## config.mk

```make
export PLATFORM = sky130hd
export DESIGN_NAME = pwm_multi_controller
export DESIGN_NICKNAME = d
export VERILOG_FILES = /design/src/rtl/pwm_multi_pkg.sv /design/src/rtl/pwm_compare_ch.sv /design/src/rtl/pwm_multi_controller.sv
export SDC_FILE = /design/constraint.sdc
export NUM_CORES = 1
export LEC_CHECK = 0
export CAP_MARGIN = 0
export CORE_MARGIN = 2
export CORE_UTILIZATION = 35
export DETAILED_ROUTE_END_ITERATION = 8
export PLACE_DENSITY = 0.52
export SLEW_MARGIN = 25
export SYNTH_ARGS = -nofsm -noshare
export SYNTH_HDL_FRONTEND = slang
export SYNTH_SLANG_ARGS = --single-unit
```

## constraint.sdc

```tcl
create_clock -name clk -period 7.3 [get_ports clk]
set_input_delay 1.46 -clock clk [delete_from_list [all_inputs] [get_ports clk]]
set_output_delay 1.46 -clock clk [all_outputs]
set_load 0.02 [all_outputs]
```

## src/rtl/pwm_multi_pkg.sv

```systemverilog
// Shared command encodings and field positions for the multi-channel PWM controller.
// Purely declarative: no clocked logic, no latency, no backpressure.
package pwm_multi_pkg;

   typedef enum logic [1:0] {
      OP_NOP    = 2'b00,
      OP_DUTY   = 2'b01,
      OP_PERIOD = 2'b10,
      OP_ENABLE = 2'b11
   } op_e;

   localparam int CMD_OP_MSB = 31;
   localparam int CMD_OP_LSB = 30;
   localparam int CMD_CH_LSB = 24;
   localparam int CMD_VAL_LSB = 0;

   function automatic op_e cmd_op(input logic [31:0] cmd);
      return op_e'(cmd[CMD_OP_MSB:CMD_OP_LSB]);
   endfunction

endpackage

```

## src/rtl/pwm_compare_ch.sv

```systemverilog
// One PWM compare channel: shadowed duty register plus registered output bit.
// Output reflects next-cycle count/enable/duty, so it lines up with the shared counter; no backpressure.
module pwm_compare_ch #(
   parameter int CNT_W = 20
) (
   input  logic             i_clk,
   input  logic             i_rst_n,
   input  logic             i_wr,
   input  logic [CNT_W-1:0] i_value,
   input  logic             i_load,
   input  logic             i_enable_nxt,
   input  logic [CNT_W-1:0] i_count_nxt,
   output logic             o_pwm
);

   logic [CNT_W-1:0] r_duty_pend;
   logic [CNT_W-1:0] r_duty_act;
   logic             r_pwm;
   logic [CNT_W-1:0] w_duty_pend_nxt;
   logic [CNT_W-1:0] w_duty_act_nxt;

   // A write landing on the load edge goes straight into the active duty.
   always_comb begin
      w_duty_pend_nxt = i_wr ? i_value : r_duty_pend;
      w_duty_act_nxt  = i_load ? w_duty_pend_nxt : r_duty_act;
   end

   always_ff @(posedge i_clk or negedge i_rst_n) begin
      if (!i_rst_n) begin
         r_duty_pend <= '0;
         r_duty_act  <= '0;
         r_pwm       <= 1'b0;
      end else begin
         r_duty_pend <= w_duty_pend_nxt;
         r_duty_act  <= w_duty_act_nxt;
         r_pwm       <= i_enable_nxt && (i_count_nxt < w_duty_act_nxt);
      end
   end

   assign o_pwm = r_pwm;

endmodule

```

## src/rtl/pwm_multi_controller.sv

```systemverilog
// Shared-counter PWM controller with shadowed period/duty; outputs registered, commands accepted every cycle.
// PWM_CENTER_ALIGN_EN selects an up/down (centre-aligned) counter; default is an edge-aligned sawtooth.
module pwm_multi_controller
   import pwm_multi_pkg::*;
#(
   parameter int NUM_CH = 4,
   parameter int CNT_W  = 20,
   parameter int CH_W   = 6
) (
   input  logic              clk,
   input  logic              reset,
   input  logic              cmd_valid,
   input  logic [31:0]       command,
   output logic [NUM_CH-1:0] pwm_out,
   output logic [CNT_W-1:0]  count,
   output logic              wrap,
   output logic              cmd_error
);

   localparam logic [CNT_W-1:0] CNT_ONE = CNT_W'(1);

   logic [CNT_W-1:0]  r_count;
   logic [CNT_W-1:0]  r_per_act;
   logic [CNT_W-1:0]  r_per_pend;
   logic [NUM_CH-1:0] r_enable;
   logic              r_wrap;
   logic              r_err;

   op_e               w_op;
   logic [CH_W-1:0]   w_ch;
   logic [CNT_W-1:0]  w_val;
   logic              w_ch_ok;
   logic              w_duty_wr;
   logic              w_per_wr;
   logic              w_en_wr;
   logic              w_err;
   logic [NUM_CH-1:0] w_enable_nxt;
   logic [CNT_W-1:0]  w_per_pend_nxt;
   logic [CNT_W-1:0]  w_per_act_nxt;
   logic [CNT_W-1:0]  w_cnt_nxt;
   logic              w_valley;
   logic              w_load;
   logic [NUM_CH-1:0] w_pwm;
   logic              w_unused_cmd;

   assign w_op    = cmd_op(command);
   assign w_ch    = command[CMD_CH_LSB +: CH_W];
   assign w_val   = command[CMD_VAL_LSB +: CNT_W];
   assign w_ch_ok = (int'(w_ch) < NUM_CH);

   assign w_duty_wr = cmd_valid && (w_op == OP_DUTY) && w_ch_ok;
   assign w_per_wr  = cmd_valid && (w_op == OP_PERIOD);
   assign w_en_wr   = cmd_valid && (w_op == OP_ENABLE);
   assign w_err     = cmd_valid && (w_op == OP_DUTY) && !w_ch_ok;

   // Field bits between the channel index and the value are don't-care.
   assign w_unused_cmd = ^command;

   assign w_enable_nxt   = w_en_wr ? w_val[NUM_CH-1:0] : r_enable;
   assign w_per_pend_nxt = w_per_wr ? w_val : r_per_pend;
   assign w_per_act_nxt  = w_load ? w_per_pend_nxt : r_per_act;

`ifdef PWM_CENTER_ALIGN_EN
   logic r_dir_dn;
   logic r_first;
   logic w_dir_nxt;

   always_comb begin
      w_cnt_nxt = r_count + CNT_ONE;
      w_valley  = 1'b0;
      w_dir_nxt = r_dir_dn;
      if (r_per_act == '0) begin
         w_cnt_nxt = '0;
         w_valley  = 1'b1;
         w_dir_nxt = 1'b0;
      end else if (!r_dir_dn) begin
         if (r_count >= r_per_act) begin
            w_cnt_nxt = r_per_act - CNT_ONE;
            // With P=1 the step down from the peak already lands in the valley.
            if (r_per_act == CNT_ONE) begin
               w_valley = 1'b1;
            end else begin
               w_dir_nxt = 1'b1;
            end
         end
      end else begin
         w_cnt_nxt = r_count - CNT_ONE;
         if (r_count == CNT_ONE) begin
            w_valley  = 1'b1;
            w_dir_nxt = 1'b0;
         end
      end
   end

   assign w_load = w_valley || r_first;

   always_ff @(posedge clk or negedge reset) begin
      if (!reset) begin
         r_dir_dn <= 1'b0;
         r_first  <= 1'b1;
      end else begin
         r_dir_dn <= w_dir_nxt;
         r_first  <= 1'b0;
      end
   end
`else
   always_comb begin
      w_valley  = (r_count == r_per_act);
      w_cnt_nxt = w_valley ? '0 : r_count + CNT_ONE;
   end

   assign w_load = w_valley;
`endif

   always_ff @(posedge clk or negedge reset) begin
      if (!reset) begin
         r_count    <= '0;
         r_per_act  <= '1;
         r_per_pend <= '1;
         r_enable   <= '1;
         r_wrap     <= 1'b0;
         r_err      <= 1'b0;
      end else begin
         r_count    <= w_cnt_nxt;
         r_per_act  <= w_per_act_nxt;
         r_per_pend <= w_per_pend_nxt;
         r_enable   <= w_enable_nxt;
         r_wrap     <= w_valley;
         r_err      <= w_err;
      end
   end

   for (genvar g = 0; g < NUM_CH; g++) begin : g_ch
      pwm_compare_ch #(
         .CNT_W (CNT_W)
      ) u_ch (
         .i_clk        (clk),
         .i_rst_n      (reset),
         .i_wr         (w_duty_wr && (w_ch == CH_W'(g))),
         .i_value      (w_val),
         .i_load       (w_load),
         .i_enable_nxt (w_enable_nxt[g]),
         .i_count_nxt  (w_cnt_nxt),
         .o_pwm        (w_pwm[g])
      );
   end

   assign pwm_out   = w_pwm;
   assign count     = r_count;
   assign wrap      = r_wrap;
   assign cmd_error = r_err;

endmodule

```

Word-level counts from Yosys, hierarchy flattened
Cells that the tools add are included.
{"block": "totals", "register_bits": 230, "out_inout_bits": 26, "input_bits": 35, "wordCells": 57}
{"block": "op_classes", "magnitude_cmp": 5, "muxes": 11, "reduce_logical": 15, "n_eq_ne": 7, "n_addsub": 1}
{"cell": "2-to-1 mux 20 bit", "count": 10}
{"cell": "< comparator 20 bit", "count": 4}
{"cell": "adder 20 x 1 -> 20 bit (second input constant)", "count": 1}
{"cell": "equality test 20 bit", "count": 1}
{"cell": "logical AND 1 bit", "count": 13}
{"cell": "equality test 6 x 2 -> 1 bit (second input constant)", "count": 2}
{"cell": "equality test 6 x 1 -> 1 bit (second input constant)", "count": 1}
{"cell": "zero test 6 bit", "count": 1}
{"cell": "< comparator 6 x 3 -> 1 bit (second input constant)", "count": 1}
{"cell": "equality test 2 bit (second input constant)", "count": 2}
{"cell": "2-to-1 mux 4 bit", "count": 1}
{"cell": "equality test 2 x 1 -> 1 bit (second input constant)", "count": 1}
{"cell": "zero test 1 bit", "count": 1}

Logic depth before layout (Yosys ltp)
{"block": "depth", "ltp_word": 8, "mapped_depth": 15}

Cells and area by module
A second synthesis with hierarchy kept.
{"block": "unflattened", "cells_unflattened": 1014, "area_unflattened_um2": 11219.5}
{"mod": "pwm_compare_ch (g_ch[0].u_ch ...)", "area_each_um2": 2067.0, "cells_each": 198, "seq_area_each_um2": 1026.0, "instances": 3}
{"mod": "pwm_multi_controller", "area_each_um2": 2945.3, "cells_each": 224, "seq_area_each_um2": 1706.6, "instances": 1}
{"mod": "pwm_compare_ch (g_ch[1].u_ch)", "area_each_um2": 2073.2, "cells_each": 196, "seq_area_each_um2": 1026.0, "instances": 1}

Worst setup path before layout
No wires, ideal clock.
{"block": "synth_path", "path_kind": "input to register", "start": "in command[27]", "end": "reg g_ch[3].u_ch.r_pwm", "path_buffers": 1, "t_required_ns": 7.234, "path_stages": 11, "path_slack_ns": 2.896, "setup_time_ns": 0.066, "t_arrival_ns": 4.338, "cell_sequence": "or4_4 > or4_4 > buf_6 > mux2_4 > mux2i_1 > ha_1 > a211oi_1 > nand2_1 > o311ai_0 > o2111a_1 > o31a_1"}
{"block": "synth_via", "elab_chain_cells": 7, "elab_cells_between_ends": 8, "classes_between": "order compare: 2; eq/ne: 1; mux: 2; reduce/logical: 3"}
{"item": "start: declaration", "line": "pwm_multi_controller.sv:13", "rtl": "input logic [31:0] command,"}
{"item": "< comparator 6 x 3 -> 1 bit", "line": "pwm_multi_controller.sv:49", "rtl": "assign w_ch_ok = (int'(w_ch) < NUM_CH);"}
{"item": "logical AND 1 bit", "line": "pwm_multi_controller.sv:51", "rtl": "assign w_duty_wr = cmd_valid && (w_op == OP_DUTY) && w_ch_ok;"}
{"item": "logical AND 1 bit *", "line": "pwm_multi_controller.sv:139", "rtl": ".i_wr (w_duty_wr && (w_ch == CH_W'(g))),"}
{"item": "2-to-1 mux 20 bit *", "line": "pwm_compare_ch.sv:24", "rtl": "w_duty_pend_nxt = i_wr ? i_value : r_duty_pend;"}
{"item": "named net g_ch[3].u_ch.w_duty_pend_nxt[11]", "line": "pwm_compare_ch.sv:19", "rtl": "logic [CNT_W-1:0] w_duty_pend_nxt;"}
{"item": "2-to-1 mux 20 bit *", "line": "pwm_compare_ch.sv:25", "rtl": "w_duty_act_nxt = i_load ? w_duty_pend_nxt : r_duty_act;"}
{"item": "< comparator 20 bit *", "line": "pwm_compare_ch.sv:36", "rtl": "r_pwm <= i_enable_nxt && (i_count_nxt < w_duty_act_nxt);"}
{"item": "logical AND 1 bit *", "line": "pwm_compare_ch.sv:36"}
{"item": "end signal: assignment", "line": "pwm_compare_ch.sv:36"}
{"item": "end: declaration", "line": "pwm_compare_ch.sv:18", "rtl": "logic r_pwm;"}
Mark *: on every way through the listed nets, which the timed path passes. The rest lies on a longest branch.
A chain may end at the register's enable or synchronous reset.

Final worst setup path
Same ends and word-level chain as after synthesis.

==> results by group <==
Outcome
  • Status: complete, no violations

Detailed routing
  • Drc violations: 0
  • Final WL: 27100 um
  • DRT Pass-1 Iters: 4
  • Vias per cell: 5.03
  • WL per Instance: 19.5 um
  • DRT iter0 DRCs: 388
  • DRT antenna net count: 0
  • DR vias: 6975

Critical path
  • R2r endpoint: g_ch[3].u_ch.o_pwm
  • Critical R2R Launch: count[7]
  • Worst Path Required: 7.75 ns
  • CP startpoint kind: primary input
  • Crit. End Element: register
  • Kind of critical path: primary input to register
  • Worst r2r path cells: 12
  • CP Data Arrival Time: 5.72 ns
  • CP max FO: 20
  • Slack of the worst reg-to-reg path: 2.35 ns

Floorplanning
  • I/O pin count: 61
  • Placeable core region: 32600 um2
  • Row count: 66
  • Die W: 186 um
  • Starting Density: 35.6%
  • Die Footprint: 34700 um2
  • Die Ht: 186 um

Logic synthesis
  • Post-synthesis cell count: 866
  • Async set-reset flop share out of synthesis: 100%
  • Top cells by area, synth: dfrtp_1 (40%), mux2_2 (17%), dfstp_2 (9.9%), ha_1 (8.3%), mux2i_1 (6.5%)
  • Cell variety after synth: 46
  • Flops & latches, synth: 230
  • Cell Area, Synth: 11600 um2
  • Yosys top cell by area: dfrtp_1
  • Post-synth net total: 978
  • Yosys warns: 0
  • Synth top area share: 40.0%
  • Register area share after synthesis: 50.0%
  • Number of synthesized flops with an enable pin: 0
  • Main synth FF type: dfrtp_1
  • Syn_area_per_cell: 13.4 um2

Clocking
  • CTS tree: built
  • H-Tree Depth: 1
  • Clock slew at reported path FFs: 0.06 ns
  • Sink Count: 230
  • Worst-skew pair later-pin latency: 0.52 ns
  • Post-CTS setup buffer count: 0
  • CTS buffer count: 26
  • Resize count post-CTS: 0
  • Clock buffer depth: 3
  • Hold_buf cts: 0
  • CTS root buf: clkbuf_16

Timing
  • Final Cycle Share: 72.2%
  • Hold Vio Cnt, Final: 0
  • Normalized max-slew margin: 33.3%
  • Crit path time final: 5.27 ns
  • Final setup violation count: 0
  • Max Fclk: 190 MHz
  • Worst slew pin tran: 0.993 ns
  • Fin. max-slew vios: 0
  • Setup tns final: 0 ns
  • Worst Skew: 0.00823 ns
  • RSZ-0062 raised after global routing: false

Pwr
  • Combinational power share: 25.5%
  • Switching part of the total power: 30.5%
  • Sw power: 0.00118 W
  • Leak Pwr: 6.20 nW
  • Cell Pwr Density: 285 nW/um2
  • Clock network fraction of total power: 34.1%
  • Cell-internal power: 0.00269 W
  • Part of the power in registers: 40.5%
  • Max IR drop VDD: 0.157 mV

Min path
  • Worst hold start: g_ch[3].u_ch.r_duty_pend[2]
  • Hold endpoint: g_ch[3].u_ch.r_duty_pend[2]
  • Hold Path Class: register to register
  • WHS Path Cells: 1

Placement
  • GPL Wtd Cong: 0.744
  • Cell Area, Placed: 12600 um2
  • DP Wirelength: 18400 um
  • IO Port Bufs: 56

Layout
  • Diode count: 0
  • Fraction of layout cells with a size suffix above 1: 32.6%
  • Most common cell after layout, fill and taps aside: dfrtp_1
  • Area growth syn-to-layout: 16.5%
  • Nets: 1038
  • Most frequent cells in the layout: dfrtp_1 (186), mux2_2 (179), ha_1 (77)
  • Final Instance Area: 13500 um2

GRT
  • Aggregate global routing overflow: 0
  • Number of antenna violations at the first check in global routing: 0
  • First-pass GRT wire length: 42400 um
  • Gr usage total: 16.1%
  • Vias in the first global route: 7026
  • Largest net degree at the start of global routing: 125

Run
  • # Max-Cap Violations: 0
-- flip-flops by register name (all words and copies together), names as in the netlist --
signal	flops
g_ch.u_ch.r_duty_act	80
g_ch.u_ch.r_duty_pend	80
count	20
r_per_act	20
r_per_pend	20
g_ch.u_ch.o_pwm	4
r_enable	4
cmd_error	1
wrap	1
-- Yosys cell counts (4+ instances only) --
master and count:
a211oi_1 4, a21o_1 14, a21oi_1 29, buf_2 13, buf_4 18, dfrtp_1 186, dfstp_2 44, ha_1 77
inv_1 8, mux2_2 179, mux2_4 21, mux2i_1 76, nand2_1 24, nand3_1 11, nand4_1 18, nor2_1 26
nor2b_1 5, nor4_1 10, o211ai_1 5, o21ai_0 16, xnor2_1 8, xor2_1 29
-- critical path, stage by stage --
cell	delay (ns)
clkdlybuf4s50_1	0.39
or4_4	0.61
or4_4	0.80
mux2_4	0.40
mux2i_1	0.15
ha_1	0.28
a211oi_1	0.33
nand2_1	0.09
o311ai_0	0.75
o2111a_1	0.30
o31a_1	0.15
-- kinds of logic after synthesis --
logic type / after synthesis / share of synthesized area (%)
mux: 277 / 26.8
flops: 230 / 50.0
simple gates: 119 / 5.46
compound gates: 82 / 4.41
fa+ha+maj: 77 / 8.29
buf+inv: 44 / 2.27
xor+xnor: 37 / 2.79
-- routing by layer --
metal | GRT usage [%] | routed length [um]
met1 | 23.2 | 13100
met4 | 4.13 | 633
met5 | 0 | 0
met3 | 2.32 | 1110
met2 | 25.6 | 12200
-- worst max path at each step --
stage	start	end	slack, ns	cells after the start
floorplan	command[27]	g_ch[3].u_ch.o_pwm	2.90	11
CTS	command[27]	g_ch[3].u_ch.o_pwm	2.07	11
global route	command[27]	g_ch[3].u_ch.o_pwm	1.92	11
finish	command[27]	g_ch[3].u_ch.o_pwm	2.03	11
global placement	command[27]	g_ch[3].u_ch.o_pwm	1.56	11
detailed placement	command[27]	g_ch[3].u_ch.o_pwm	1.52	11
-- through the flow --
stage               hold WS (ns)  instances  setup slack [ns]  util, %  total power (W)
floorplan                  0.472        866              2.90        -          0.00220
global placement           0.481       1338              1.56     38.7          0.00256
detailed placement         0.486       1339              1.52     38.7          0.00258
CTS                        0.499       1387              2.07     41.4          0.00393
global route               0.509       1388              1.92     41.5          0.00410
finish                     0.500       1388              2.03     41.5          0.00387
-- power groups by stage --
| stage | clock network (W) | logic (W) | registers, W |
|---|---|---|---|
| floorplan | 0 | 0.000626 | 0.00157 |
| global placement | 0 | 0.000977 | 0.00158 |
| detailed placement | 0 | 0.000989 | 0.00159 |
| CTS | 0.00136 | 0.000995 | 0.00157 |
| global route | 0.00141 | 0.00110 | 0.00159 |
| finish | 0.00132 | 0.000985 | 0.00156 |
-- final cells by class --
type / count / area, um2
fillers: 3062 / 19100
flip-flops and latches: 230 / 5810
multi-input cells: 592 / 5570
clock buffers: 40 / 815
repair buffers: 68 / 701
well taps: 442 / 553
clock inverters: 8 / 65.1
inverters: 8 / 30.0
Note: power is estimated with default switching activity, not from simulation.
